**src/rtl/game_if.sv**
```systemverilog
// Game controller signal bundle.
//   tick                    : one-clk pulse per frame
//   bDer, bIzq, bCen, bR    : right, left, fire, restart buttons (asynchronous, active-high)
//   airplane_x, gun_x       : left edge of airplane and gun
//   bullet_x, bullet_y      : bullet position; bullet_active marks a drawn bullet
//   col, finish, score      : HIT indicator, OVER indicator, hit count
// master drives frame/buttons and observes the game; slave is the controller.
interface game_if;
  logic       tick;
  logic       bDer;
  logic       bIzq;
  logic       bCen;
  logic       bR;
  logic [9:0] airplane_x;
  logic [9:0] gun_x;
  logic [9:0] bullet_x;
  logic [9:0] bullet_y;
  logic       bullet_active;
  logic       col;
  logic       finish;
  logic [4:0] score;

  modport master (
    output tick, bDer, bIzq, bCen, bR,
    input  airplane_x, gun_x, bullet_x, bullet_y, bullet_active, col, finish, score
  );

  modport slave (
    input  tick, bDer, bIzq, bCen, bR,
    output airplane_x, gun_x, bullet_x, bullet_y, bullet_active, col, finish, score
  );
endinterface

```
**src/rtl/game_ctrl.sv**
```systemverilog
// Shooting-game controller: a gun at the bottom fires a bullet upward at an airplane that
// bounces horizontally near the top of the screen. All motion advances on the frame tick.
// Ports:
//   clk   : pixel clock, all state on rising edge
//   reset : asynchronous active-low reset
//   gif   : game_if.slave -- tick and buttons in; positions, bullet, col, finish, score out
module game_ctrl #(
  parameter int unsigned SCREEN_W    = 640,
  parameter int unsigned PLANE_W     = 32,
  parameter int unsigned PLANE_H     = 16,
  parameter int unsigned PLANE_Y     = 40,
  parameter int unsigned GUN_W       = 16,
  parameter int unsigned GUN_Y       = 440,
  parameter int unsigned GUN_STEP    = 4,
  parameter int unsigned PLANE_STEP  = 2,
  parameter int unsigned BULLET_STEP = 8,
  parameter int unsigned WIN_SCORE   = 10,
  parameter int unsigned HIT_TICKS   = 30
) (
  input logic   clk,
  input logic   reset,
  game_if.slave gif
);

  localparam logic [1:0] StIdle = 2'd0;
  localparam logic [1:0] StPlay = 2'd1;
  localparam logic [1:0] StHit  = 2'd2;
  localparam logic [1:0] StOver = 2'd3;

  localparam int unsigned HcW = $clog2(HIT_TICKS + 1);

  localparam logic [9:0]  GunRst   = 10'(SCREEN_W / 2 - GUN_W / 2);
  localparam logic [10:0] GunMax   = 11'(SCREEN_W - GUN_W);
  localparam logic [10:0] PlaneMax = 11'(SCREEN_W - PLANE_W);
  localparam logic [10:0] PlaneTop = 11'(PLANE_Y);
  localparam logic [10:0] PlaneBot = 11'(PLANE_Y + PLANE_H);

  // Synchronizers, bit order {bR, bCen, bIzq, bDer}
  logic [3:0] sync1_q, sync2_q;
  logic       cen_prev_q, r_prev_q;
  logic       der, izq, cen_edge, r_edge;

  logic [1:0]     state_q, state_d;
  logic [9:0]     plane_x_q, plane_x_d;
  logic           dir_right_q, dir_right_d;
  logic [9:0]     gun_x_q, gun_x_d;
  logic [9:0]     bullet_x_q, bullet_x_d;
  logic [9:0]     bullet_y_q, bullet_y_d;
  logic           bullet_act_q, bullet_act_d;
  logic           fire_pend_q, fire_pend_d;
  logic [4:0]     score_q, score_d;
  logic [HcW-1:0] hit_cnt_q, hit_cnt_d;

  logic [10:0] gun_up, plane_up, plane_far;
  logic        hit;

  always_ff @(posedge clk or negedge reset) begin
    if (!reset) begin
      sync1_q    <= '0;
      sync2_q    <= '0;
      cen_prev_q <= 1'b0;
      r_prev_q   <= 1'b0;
    end else begin
      sync1_q    <= {gif.bR, gif.bCen, gif.bIzq, gif.bDer};
      sync2_q    <= sync1_q;
      cen_prev_q <= sync2_q[2];
      r_prev_q   <= sync2_q[3];
    end
  end

  assign der      = sync2_q[0];
  assign izq      = sync2_q[1];
  assign cen_edge = sync2_q[2] & ~cen_prev_q;
  assign r_edge   = sync2_q[3] & ~r_prev_q;

  assign gun_up    = {1'b0, gun_x_q} + 11'(GUN_STEP);
  assign plane_up  = {1'b0, plane_x_q} + 11'(PLANE_STEP);
  assign plane_far = {1'b0, plane_x_q} + 11'(PLANE_W);

  // Hit test on the registered positions, before this tick's motion
  assign hit = bullet_act_q &&
               ({1'b0, bullet_x_q} >= {1'b0, plane_x_q}) && ({1'b0, bullet_x_q} < plane_far) &&
               ({1'b0, bullet_y_q} >= PlaneTop) && ({1'b0, bullet_y_q} < PlaneBot);

  always_comb begin
    state_d      = state_q;
    plane_x_d    = plane_x_q;
    dir_right_d  = dir_right_q;
    gun_x_d      = gun_x_q;
    bullet_x_d   = bullet_x_q;
    bullet_y_d   = bullet_y_q;
    bullet_act_d = bullet_act_q;
    fire_pend_d  = fire_pend_q;
    score_d      = score_q;
    hit_cnt_d    = hit_cnt_q;

    if (r_edge) begin
      state_d      = StIdle;
      plane_x_d    = '0;
      dir_right_d  = 1'b1;
      gun_x_d      = GunRst;
      bullet_x_d   = '0;
      bullet_y_d   = 10'(GUN_Y);
      bullet_act_d = 1'b0;
      fire_pend_d  = 1'b0;
      score_d      = '0;
      hit_cnt_d    = '0;
    end else begin
      unique case (state_q)
        StIdle: begin
          if (cen_edge) state_d = StPlay;
        end
        StPlay: begin
          if (gif.tick) begin
            if (der && !izq) begin
              gun_x_d = (gun_up > GunMax) ? GunMax[9:0] : gun_up[9:0];
            end else if (izq && !der) begin
              gun_x_d = (gun_x_q < 10'(GUN_STEP)) ? '0 : gun_x_q - 10'(GUN_STEP);
            end

            if (hit) begin
              bullet_act_d = 1'b0;
              score_d      = (score_q == 5'd31) ? score_q : score_q + 5'd1;
              hit_cnt_d    = '0;
              state_d      = StHit;
            end else begin
              if (bullet_act_q) begin
                if (bullet_y_q < 10'(BULLET_STEP)) bullet_act_d = 1'b0;
                else                               bullet_y_d   = bullet_y_q - 10'(BULLET_STEP);
              end
              // Reaching either limit clamps there and reverses on the same tick
              if (dir_right_q) begin
                if (plane_up >= PlaneMax) begin
                  plane_x_d   = PlaneMax[9:0];
                  dir_right_d = 1'b0;
                end else begin
                  plane_x_d = plane_up[9:0];
                end
              end else if (plane_x_q <= 10'(PLANE_STEP)) begin
                plane_x_d   = '0;
                dir_right_d = 1'b1;
              end else begin
                plane_x_d = plane_x_q - 10'(PLANE_STEP);
              end
            end

            // Spawn uses the pre-move gun position; a live bullet swallows the request
            if (fire_pend_q) begin
              fire_pend_d = 1'b0;
              if (!bullet_act_q) begin
                bullet_x_d   = gun_x_q + 10'(GUN_W / 2);
                bullet_y_d   = 10'(GUN_Y);
                bullet_act_d = 1'b1;
              end
            end
          end
          // An edge coinciding with a tick is held for the following tick
          if (cen_edge) fire_pend_d = 1'b1;
        end
        StHit: begin
          if (gif.tick) begin
            if (hit_cnt_q == HcW'(HIT_TICKS - 1)) begin
              hit_cnt_d = '0;
              state_d   = (score_q >= 5'(WIN_SCORE)) ? StOver : StPlay;
            end else begin
              hit_cnt_d = hit_cnt_q + HcW'(1);
            end
          end
        end
        StOver: ;
        default: state_d = StIdle;
      endcase
    end
  end

  always_ff @(posedge clk or negedge reset) begin
    if (!reset) begin
      state_q      <= StIdle;
      plane_x_q    <= '0;
      dir_right_q  <= 1'b1;
      gun_x_q      <= GunRst;
      bullet_x_q   <= '0;
      bullet_y_q   <= 10'(GUN_Y);
      bullet_act_q <= 1'b0;
      fire_pend_q  <= 1'b0;
      score_q      <= '0;
      hit_cnt_q    <= '0;
    end else begin
      state_q      <= state_d;
      plane_x_q    <= plane_x_d;
      dir_right_q  <= dir_right_d;
      gun_x_q      <= gun_x_d;
      bullet_x_q   <= bullet_x_d;
      bullet_y_q   <= bullet_y_d;
      bullet_act_q <= bullet_act_d;
      fire_pend_q  <= fire_pend_d;
      score_q      <= score_d;
      hit_cnt_q    <= hit_cnt_d;
    end
  end

  assign gif.airplane_x    = plane_x_q;
  assign gif.gun_x         = gun_x_q;
  assign gif.bullet_x      = bullet_x_q;
  assign gif.bullet_y      = bullet_y_q;
  assign gif.bullet_active = bullet_act_q;
  assign gif.col           = (state_q == StHit);
  assign gif.finish        = (state_q == StOver);
  assign gif.score         = score_q;

endmodule

```
**src/flat_wrapper.sv**
```systemverilog
// flat-port wrapper written by rule: the top's interface ports become plain ports
module game_ctrl_flat 
#(
  parameter int unsigned SCREEN_W    = 640,
  parameter int unsigned PLANE_W     = 32,
  parameter int unsigned PLANE_H     = 16,
  parameter int unsigned PLANE_Y     = 40,
  parameter int unsigned GUN_W       = 16,
  parameter int unsigned GUN_Y       = 440,
  parameter int unsigned GUN_STEP    = 4,
  parameter int unsigned PLANE_STEP  = 2,
  parameter int unsigned BULLET_STEP = 8,
  parameter int unsigned WIN_SCORE   = 10,
  parameter int unsigned HIT_TICKS   = 30
)
  (clk, reset, gif_tick, gif_bDer, gif_bIzq, gif_bCen, gif_bR, gif_airplane_x, gif_gun_x, gif_bullet_x, gif_bullet_y, gif_bullet_active, gif_col, gif_finish, gif_score);
  game_if gif_i ();
  input logic clk;
  input logic reset;
  input wire logic [$bits(gif_i.tick)-1:0] gif_tick;
  input wire logic [$bits(gif_i.bDer)-1:0] gif_bDer;
  input wire logic [$bits(gif_i.bIzq)-1:0] gif_bIzq;
  input wire logic [$bits(gif_i.bCen)-1:0] gif_bCen;
  input wire logic [$bits(gif_i.bR)-1:0] gif_bR;
  output wire logic [$bits(gif_i.airplane_x)-1:0] gif_airplane_x;
  output wire logic [$bits(gif_i.gun_x)-1:0] gif_gun_x;
  output wire logic [$bits(gif_i.bullet_x)-1:0] gif_bullet_x;
  output wire logic [$bits(gif_i.bullet_y)-1:0] gif_bullet_y;
  output wire logic [$bits(gif_i.bullet_active)-1:0] gif_bullet_active;
  output wire logic [$bits(gif_i.col)-1:0] gif_col;
  output wire logic [$bits(gif_i.finish)-1:0] gif_finish;
  output wire logic [$bits(gif_i.score)-1:0] gif_score;
  assign gif_i.tick = gif_tick;
  assign gif_i.bDer = gif_bDer;
  assign gif_i.bIzq = gif_bIzq;
  assign gif_i.bCen = gif_bCen;
  assign gif_i.bR = gif_bR;
  assign gif_airplane_x = gif_i.airplane_x;
  assign gif_gun_x = gif_i.gun_x;
  assign gif_bullet_x = gif_i.bullet_x;
  assign gif_bullet_y = gif_i.bullet_y;
  assign gif_bullet_active = gif_i.bullet_active;
  assign gif_col = gif_i.col;
  assign gif_finish = gif_i.finish;
  assign gif_score = gif_i.score;
  game_ctrl #(.SCREEN_W(SCREEN_W), .PLANE_W(PLANE_W), .PLANE_H(PLANE_H), .PLANE_Y(PLANE_Y), .GUN_W(GUN_W), .GUN_Y(GUN_Y), .GUN_STEP(GUN_STEP), .PLANE_STEP(PLANE_STEP), .BULLET_STEP(BULLET_STEP), .WIN_SCORE(WIN_SCORE), .HIT_TICKS(HIT_TICKS)) u_core (.clk(clk), .reset(reset), .gif(gif_i));
endmodule
```
**config.mk**
```make
export PLATFORM = sky130hd
export DESIGN_NAME = game_ctrl_flat
export DESIGN_NICKNAME = d
export VERILOG_FILES = /design/src/rtl/game_if.sv /design/src/rtl/game_ctrl.sv /design/src/flat_wrapper.sv
export SDC_FILE = /design/constraint.sdc
export NUM_CORES = 1
export LEC_CHECK = 0
export CAP_MARGIN = 20
export CORE_ASPECT_RATIO = 1.1
export CORE_MARGIN = 3
export CORE_UTILIZATION = 52
export CTS_BUF_LIST = sky130_fd_sc_hd__clkbuf_8
export DETAILED_ROUTE_END_ITERATION = 6
export GPL_ROUTABILITY_DRIVEN = 0
export GPL_TIMING_DRIVEN = 0
export PLACE_DENSITY_LB_ADDON = 0.3
export SETUP_SLACK_MARGIN = 0.05
export SYNTH_ARGS = -nofsm -noshare
export SYNTH_HDL_FRONTEND = slang
export SYNTH_SLANG_ARGS = --single-unit
```
**constraint.sdc**
```tcl
create_clock -name clk -period 2.8 [get_ports clk]
set_input_delay 0.56 -clock clk [delete_from_list [all_inputs] [get_ports clk]]
set_output_delay 0.56 -clock clk [all_outputs]
set_load 0.02 [all_outputs]
```
==> run summary, run 1 <==
The flow ran to the end, and the final reports show no timing, DRC or antenna violations. The placed wire-length estimate came out at between 7 and 8 mm. The startpoint identified for the worst register-to-register timing path is u_core.gif.airplane_x[5]$_DFFE_PN0P_. The worst-case setup slack after placement came out at -0.262 ns. Of the total power, the share spent switching nets is a little under half. The leading register cell type out of synthesis is dfrtp_1.

The first global-routing pass estimated ~18 mm of wire. The detailed-route via count is approximately 4000. Summing the areas of all fa, ha and maj instances in the mapped netlist gives 11.8% of the synthesized area. The type of the setup path with the least slack is reg -> reg. The critical path goes through ha_2 -> xnor2_2 -> ha_1 -> a211o_1 -> a211oi_2 -> o21ai_4 -> buf_4 -> o31a_1 -> buf_12 -> o31a_1 -> o22ai_1. The number of design rule violations left after detail routing is 0. The power per unit of standard cell area is 809 mW/mm^2. The number of port buffers came out at 48.

STA puts the critical path data arrival time at 2.99 ns. The horizontal die dimension came out at 91.1 um. The core region is 0.00760 mm^2.

After layout, the minimum clock period comes to 2.71 ns. The number of sinks driven by the clock tree is 58. Setup slack on the critical path of the routed design comes to about 0.088 ns.

The endpoint of the worst-slack reg-to-reg timing path is u_core.gif.airplane_x[3]$_DFFE_PN0P_. The register-to-register setup slack is 0.09 ns. The first TritonRoute pass finished after 5 iterations. The worst setup path is launched from a register. The filler cell count came out at 628. At the later pin of the worst-skew pair, clock insertion delay measures 0.36 ns. The residual overflow from global routing is 0. The CTS tree is yes. The total routing usage reported by global routing came out at between 20 and 25%. The required time at the worst-slack endpoint is slightly above 3 ns. Among the stages of the critical path, the cell type that occurs most often is o31a_1. By area the synthesized netlist is led by dfrtp_1 29%, ha_1 12%, dfstp_2 6.4%.

The largest individual stage delay along the critical path comes from the cell dfrtp_2. The clock-pin slew on the worst setup and hold paths is 0.09 ns. Final hold analysis gives a worst-case slack of 0.246 ns.

Combinational logic is responsible for 53.0% of the overall power. The worst IR drop on VDD came out at 0.000569 V. After detailed routing, the average wire length per cell comes to around 17 um.

The iteration-0 DRC count of the detailed router is 281. The CTS buffer count is 9. For the pin with the worst max-slew slack, the measured transition is between 0.7 and 0.8 ns.

The number of hold violations in the final report is 0. The clock root buffer master is clkbuf_8. The share of the synthesized netlist area taken by xor and xnor gates is 3.60%. The multiplexer share of the synthesized area is between 1.5 and 2%. Summing all multi-input logic gate instances after layout gives 0.00258 mm^2. The core occupancy in the finished layout is 68.6%. In the final layout, the share of cells above drive strength 1 is 18.1%. The clock group share of total power is between 10% and 20%. Between clock sinks in the finished design, the worst skew comes to around 0.013 ns. The maximum fanout encountered on the critical timing path is 8. The final number of setup-violating endpoints came out at 0. The initialized floorplan defines 33 standard-cell rows. The fraction of synthesized cell area taken by the top area cell type came out at between 20% and 30%. The compound-cell area share of the yosys netlist is 22.7%. At the end of the flow, the number of nets in the layout was between 500 and 600.

The biggest area contributor in the post-synthesis netlist is dfrtp_1. The area growth from synthesis to layout came out at 25.9%. Yosys printed 0 warnings. The count of H-tree levels built during CTS came out at 3. After synthesis, the largest family of logic cells by area is compound AO/OA/AOI/OAI gates.

The filler-free cell count of the finished design came out at 653. The final-report max-slew violation count was 0. The headroom to the max-slew limit came out at 52.3%. The min-delay analysis places its worst path in the category in -> async. The placed cell count came out at 624. The leakage power is 2.22 nW. The average cell area after synthesis is between 8 and 9 um^2. In this run the remaining antenna-violating nets after routing total 0. The average vias per placed instance is 6.10. The via count of the first global-routing pass came out at 3767. Setup repair after global routing left no endpoint under its margin. The net load switching power is 0.00194 W. The depth of the worst register-to-register path is 11. The number of distinct standard cells referenced by the synthesized netlist came out at 69.

The post-synthesis register bit count came out at 58. The sequential cell area is roughly 0.0015 mm^2. Cell internal power was estimated by the tool at around 0.0023 W. Once placement finished, the instance area stood at 0.00479 mm^2. The initial antenna violation count came out at 0. The diode insertion count for antenna repair came out at 0. The post-synthesis share of cell area spent on and, or, nand and nor gates is 19.3%.

The achievable clock frequency came out at 0.369 GHz. The maximum number of buffers from clock root to sink is 2. For this run, asynchronously set or reset flops after synthesis account for between 90% and 100%. The sequential group share of total power came out at 29.8%. The total standard cell area after synthesis is 0.00414 mm^2.

The worst setup path is captured at a register. The proportion of synthesized chip area in sequential cells is 35.4%. For this configuration, the core starts out at a cell density of between 50% and 60%. The number of flops mapped to enable cells by yosys is 0. The area of all placed cells without fillers is between 0.005 and 0.006 mm^2. The y dimension of the die came out at 99.6 um. Synthesis produced 465 cells. Entering global routing, the biggest net connects 32 pins.

The number of maximum-capacitance violations came out at 0. The number of primary I/O pins came out at 55. The total wire length came out at 11.0 mm.

The largest incremental delay on the critical path came out at 0.47 ns. Of the available clock period, the critical path in the final layout requires between 90% and 100%. The die covers 0.00906 mm^2.
-- worst max-delay path, delay by kind of cell (launching register included) --
kind	cells	cell delay (ns)
AO/OA/AOI/OAI	6	1.26
adder cells (fa/ha/maj)	2	0.44
XOR/XNOR	1	0.14
flip-flops	1	0.47
buffers and inverters	2	0.32
-- layout make-up --
class                      count  share of cell area, %
inverter                      27                   1.99
multi-input combinational    362                   49.5
buffer                        23                   2.64
clock buffer                   9                   2.38
tap                          105                   2.52
sequential                    58                   28.2
clock inverter                 7                   1.03
timing repair buffer          62                   11.7
-- cell usage after synthesis (5+ instances only) --
master    count
dfrtp_1      48
nand2_1      43
ha_1         39
nor2_1       35
o21ai_0      32
a21oi_1      24
inv_1        24
nand3_1      16
nand2b_1     12
xnor2_1      12
clkbuf_1     11
dfstp_2      10
nand4_1       9
buf_4         8
a22oi_1       7
nor3_1        7
o31ai_1       7
o211ai_1      6
a211oi_1      5
a31oi_1       5
mux2i_1       5
nor2b_1       5
o31a_1        5
or2_2         5
xor2_1        5
-- metal layers --
| metal | vias to the layer above | track usage [%] | part of all wire (%) |
|---|---|---|---|
| met5 | - | 0 | 0 |
| met3 | 32 | 4.69 | 7.1 |
| li1 | 1842 | - | - |
| met1 | 1905 | 29.3 | 40 |
| met4 | 0 | 10.3 | 2.2 |
| met2 | 206 | 41.8 | 50 |
-- timing repair --
action / 4_1_cts / 5_1_grt
resized for setup: 9 / 25
hold buffers: 0 / 0
pin swaps: 3 / 10
endpoints found under the hold margin: 0 / 0
setup endpoints to repair: 22 / 27
setup buffers: 9 / 4
-- stage by stage --
stage	total power, W	TNS [ns]
final	0.00421	0
after global routing	0.00449	0
after CTS	0.00409	0
after detailed placement	0.00330	-2.11
after global placement	0.00323	-34.70
after floorplan	0.00262	0
-- power groups by stage --
stage	logic (W)	clock network, W	registers (W)
global route	0.00244	0.000767	0.00128
finish	0.00223	0.000725	0.00126
detailed placement	0.00204	0	0.00126
global placement	0.00198	0	0.00125
floorplan	0.00126	0	0.00136
CTS	0.00211	0.000728	0.00125
-- kinds of logic after synthesis --
| family | after synthesis |
|---|---|
| and+or+nand+nor | 156 |
| AOI/OAI and AO/OA | 137 |
| DFF | 58 |
| buffers and inverters | 50 |
| adders and majority gates | 39 |
| xor gates and xnor gates | 17 |
| muxes | 7 |
| other | 1 |
-- worst max-delay path by stage --
stage	end	slack, ns	cells past startpoint	start
6_report	u_core.gif.airplane_x[3]$_DFFE_PN0P_	0.09	11	u_core.gif.airplane_x[5]$_DFFE_PN0P_
5_1_grt	u_core.hit_cnt_q[1]$_DFFE_PN0P_	0.02	12	u_core.gif.airplane_x[5]$_DFFE_PN0P_
4_1_cts	u_core.gif.score[2]$_DFFE_PN0P_	0.07	12	u_core.gif.airplane_x[7]$_DFFE_PN0P_
3_5_place_dp	u_core.hit_cnt_q[1]$_DFFE_PN0P_	-0.26	11	u_core.gif.airplane_x[5]$_DFFE_PN0P_
3_3_place_gp	u_core.gif.airplane_x[5]$_DFFE_PN0P_	-0.90	1	reset
2_1_floorplan	u_core.hit_cnt_q[0]$_DFFE_PN0P_	0.07	11	u_core.gif.airplane_x[5]$_DFFE_PN0P_
-- sequential cells by signal, indices dropped and copies added (netlist names) --
signal / count
u_core.gif.airplane_x: 9
u_core.gif.bullet_x: 9
u_core.gif.gun_x: 8
u_core.gif.bullet_y: 7
u_core.gif.score: 5
u_core.hit_cnt_q: 5
u_core.sync1_q: 4
u_core.sync2_q: 4
u_core.state_q: 2
u_core.cen_prev_q: 1
u_core.dir_right_q: 1
u_core.fire_pend_q: 1
u_core.gif.bullet_active: 1
u_core.r_prev_q: 1
-- cell usage in the layout (no fill, tap or decap), types with 12 or more instances in the layout --
cell type / netlist / layout
nand2_1: 43 / 43
dfrtp_1: 48 / 43
o21ai_0: 32 / 32
buf_4: 8 / 20
inv_1: 24 / 23
ha_1: 39 / 37
nand2b_1: 12 / 12
clkdlybuf4s50_1: 0 / 47
nand3_1: 16 / 16
a21oi_1: 24 / 23
nor2_1: 35 / 35
No activity file was read; power rests on OpenSTA's default activity.
==> run 2: changes to the inputs <==
--- a/config.mk
+++ b/config.mk
@@ -8,13 +8,14 @@
 export CAP_MARGIN = 20
 export CORE_ASPECT_RATIO = 1.1
 export CORE_MARGIN = 3
-export CORE_UTILIZATION = 52
+export CORE_UTILIZATION = 30
 export CTS_BUF_LIST = sky130_fd_sc_hd__clkbuf_8
 export DETAILED_ROUTE_END_ITERATION = 6
 export GPL_ROUTABILITY_DRIVEN = 0
 export GPL_TIMING_DRIVEN = 0
 export PLACE_DENSITY_LB_ADDON = 0.3
 export SETUP_SLACK_MARGIN = 0.05
+export SKIP_CTS_REPAIR_TIMING = 1
 export SYNTH_ARGS = -nofsm -noshare
 export SYNTH_HDL_FRONTEND = slang
 export SYNTH_SLANG_ARGS = --single-unit
==> run 2 against run 1 <==
  * Non-clock buffer count down 1
  * Sequential share of layout area down 0.58 points
  * Sequential power about the same
  * Power up 1.8%
  * Clock power up 21%
  * Final area up 1.9%
  * Via count down 4.3%
  * Critical path depth up 1
  * Register-to-register slack worse by 0.08 ns
==> run summary, run 2 (synthesis results as in run 1) <==
The run finished with clean final reports. The detailed-route via count came out at 3812 (-4.3%). The type of the setup path with the least slack is reg -> reg. The type of the worst min-delay path is in -> async. The total routing usage reported by global routing came out at 14.5% (-9.6 points). The residual overflow from global routing is 0 (unchanged). The iteration-0 DRC count of the detailed router is 274 (-2.5%).

The CTS buffer count came out at 9 (unchanged). The library cell used most frequently in the layout, excluding fill and tap cells, is clkdlybuf4s50_1. The final number of setup-violating endpoints is 0 (unchanged).

The maximum number of buffers from clock root to sink is 2 (unchanged). The die area came to 0.0152 mm^2 (+68%). The data arrival time of the critical path is 3.04 ns (+0.05 ns). The power consumption is 0.00429 W (+1.8%). TritonCTS built the clock tree. Setup repair after global routing could not meet its margin everywhere. The diode insertion count for antenna repair is 0 (unchanged). The required time at the worst-slack endpoint came out at 3.05 ns (-0.03 ns). The final-report max-slew violation count is 0 (unchanged).

The worst register-to-register path begins at u_core.gif.airplane_x[6]$_DFFE_PN0P_. STA classifies the critical path startpoint as a register. The placed wire-length estimate came out at 8.10 mm (+6.2%).

The final-layout worst hold slack came to 0.241 ns (-0.00486 ns). The power per unit of standard cell area came out at 808 mW/mm^2 (about the same). The core occupancy in the finished layout came out at 39.9% (-29 points). The fraction of layout instances using a drive strength above 1 came out at 17.2% (-0.88 points).

The number of hold violations in the final report came out at 0 (unchanged). The first-pass GRT wire length came out at 17.7 mm (-1.0%). The number of primary I/O pins was 55 (unchanged).

The tree is rooted in a clkbuf_8. The initial antenna violation count came out at 0 (unchanged). The maximum fanout encountered on the critical timing path is 8 (unchanged). The achievable clock frequency is 0.358 GHz (-3.0%). The leakage power is 2.24 nW (+1.2%).

The number of port buffers is 48 (unchanged). The area of the core is 0.0133 mm^2 (+75%). The headroom to the max-slew limit came out at 53.6% (+1.3 points). The initial cell density of the core is 31.1% (-23 points).

The worst IR drop on VDD is 0.000315 V (-45%). The number of maximum-capacitance violations was 0 (unchanged). The slew at the pin closest to its max-slew limit was 0.696 ns (-0.0201 ns).

The horizontal die dimension is 118 um (+30%). The mean routed wirelength per cell came out at 15.0 um (-11%). The number of nets still failing antenna checks after routing is 0 (unchanged). Relative to the synthesized area, the layout overhead comes to 28.4%. The clock skew is 0.0118 ns (-0.00158 ns). The y dimension of the die was 129 um (+30%). The number of sinks driven by the clock tree is 58 (unchanged).

The insertion delay to the later sink of the worst-skew pair was 0.36 ns (about the same). The top cell types in the final layout, fill and taps aside, are 47 x clkdlybuf4s50_1, 45 x dfrtp_1, 43 x nand2_1. The count of H-tree levels built during CTS came to 3 (unchanged). The total wire length is 11.0 mm (unchanged). STA classifies the critical path endpoint as a register. The clock-pin slew on the worst setup and hold paths came out at 0.07 ns (-0.02 ns). The detailed-router iteration count before antenna repair came to 5 (unchanged). The source of the critical timing path is u_core.gif.airplane_x[6]$_DFFE_PN0P_.

The number of design rule violations left after detail routing was 0 (unchanged). The final critical-path required period is 2.80 ns (+0.0834 ns). The net count of the finished layout is 588 (-0.17%). The average vias per placed instance was 5.21 (-15%).

The number of cell rows is 44 (+33%). The share of the cycle needed by the critical path after routing is 99.8% (+3.0 points). The via count of the first global-routing pass came out at 3597 (-4.5%). The largest net degree at the start of global routing was 31 (-3.1%).
==> run 2: cell type report <==
| type | count | area (um^2) |
|---|---|---|
| Buffer | 23 | 128 |
| Clock buffer | 10 | 138 |
| Clock inverter | 6 | 82.6 |
| Fill cell | 1332 | 8010 |
| Inverter | 27 | 101 |
| Multi-Input combinational cell | 362 | 2560 |
| Sequential cell | 58 | 1470 |
| Tap cell | 184 | 230 |
| Timing Repair Buffer | 61 | 604 |
==> run 2: final timing paths <==
| check | end | slack (ns) | depth (start not counted) |
|---|---|---|---|
| worst min register to register | u_core.sync2_q[0]$_DFF_PN0_ | 0.35 | 0 |
| worst max register to register | u_core.gif.score[3]$_DFFE_PN0P_ | 0.004 | 12 |
| max in group asynchronous | u_core.gif.gun_x[8]$_DFFE_PN1P_ | 1.89 | 2 |
| worst min-delay path | u_core.hit_cnt_q[3]$_DFFE_PN0P_ | 0.24 | 1 |
| worst max-delay path | u_core.gif.score[3]$_DFFE_PN0P_ | 0.004 | 12 |
| min in group clk | u_core.sync2_q[0]$_DFF_PN0_ | 0.35 | 0 |
==> run 2: metal layers <==
layer  vias up  GRT usage [%]  wire, um
li1       1846              -         -
met1      1811           17.3      4750
met2       131           24.6      5370
met3        24           2.92       607
met4         0           7.79       272
met5         -              0         0
==> run 2: worst max-delay path, stage by stage, from the launching register on <==
cell and delay (ns):
dfrtp_2 0.45, buf_6 0.15, ha_4 0.17, xnor2_2 0.13, ha_1 0.28, o21a_1 0.16
o211ai_1 0.32, o21ai_4 0.17, buf_6 0.15, nor4_4 0.26, buf_6 0.17, nand4_1 0.12
mux2i_1 0.14
==> run 2: metrics by stage <==
step | setup slack [ns] | TNS (ns) | instances | instance area [um^2]
after floorplan | 0.0735 | 0 | 470 | 4160
after global placement | -1.06 | -43.37 | 702 | 4870
after detailed placement | -0.267 | -2.20 | 703 | 4880
after CTS | -0.287 | -2.69 | 719 | 5100
after global routing | -0.110 | -0.744 | 731 | 5310
final | 0.00438 | 0 | 731 | 5310
==> run 2: power breakdown <==
part           leakage (nW)  internal [W]  switching (W)
sequential            0.730       0.00102       0.000232
clock                 0.111      0.000519       0.000361
combinational          1.40      0.000896        0.00126
==> run 3: changes to the inputs <==
--- a/config.mk
+++ b/config.mk
@@ -5,7 +5,7 @@
 export SDC_FILE = /design/constraint.sdc
 export NUM_CORES = 1
 export LEC_CHECK = 0
-export CAP_MARGIN = 20
+export CAP_MARGIN = 40
 export CORE_ASPECT_RATIO = 1.1
 export CORE_MARGIN = 3
 export CORE_UTILIZATION = 30
==> results of run 3 <==
No change in the layout: final DEF, timing and power equal those of run 2.
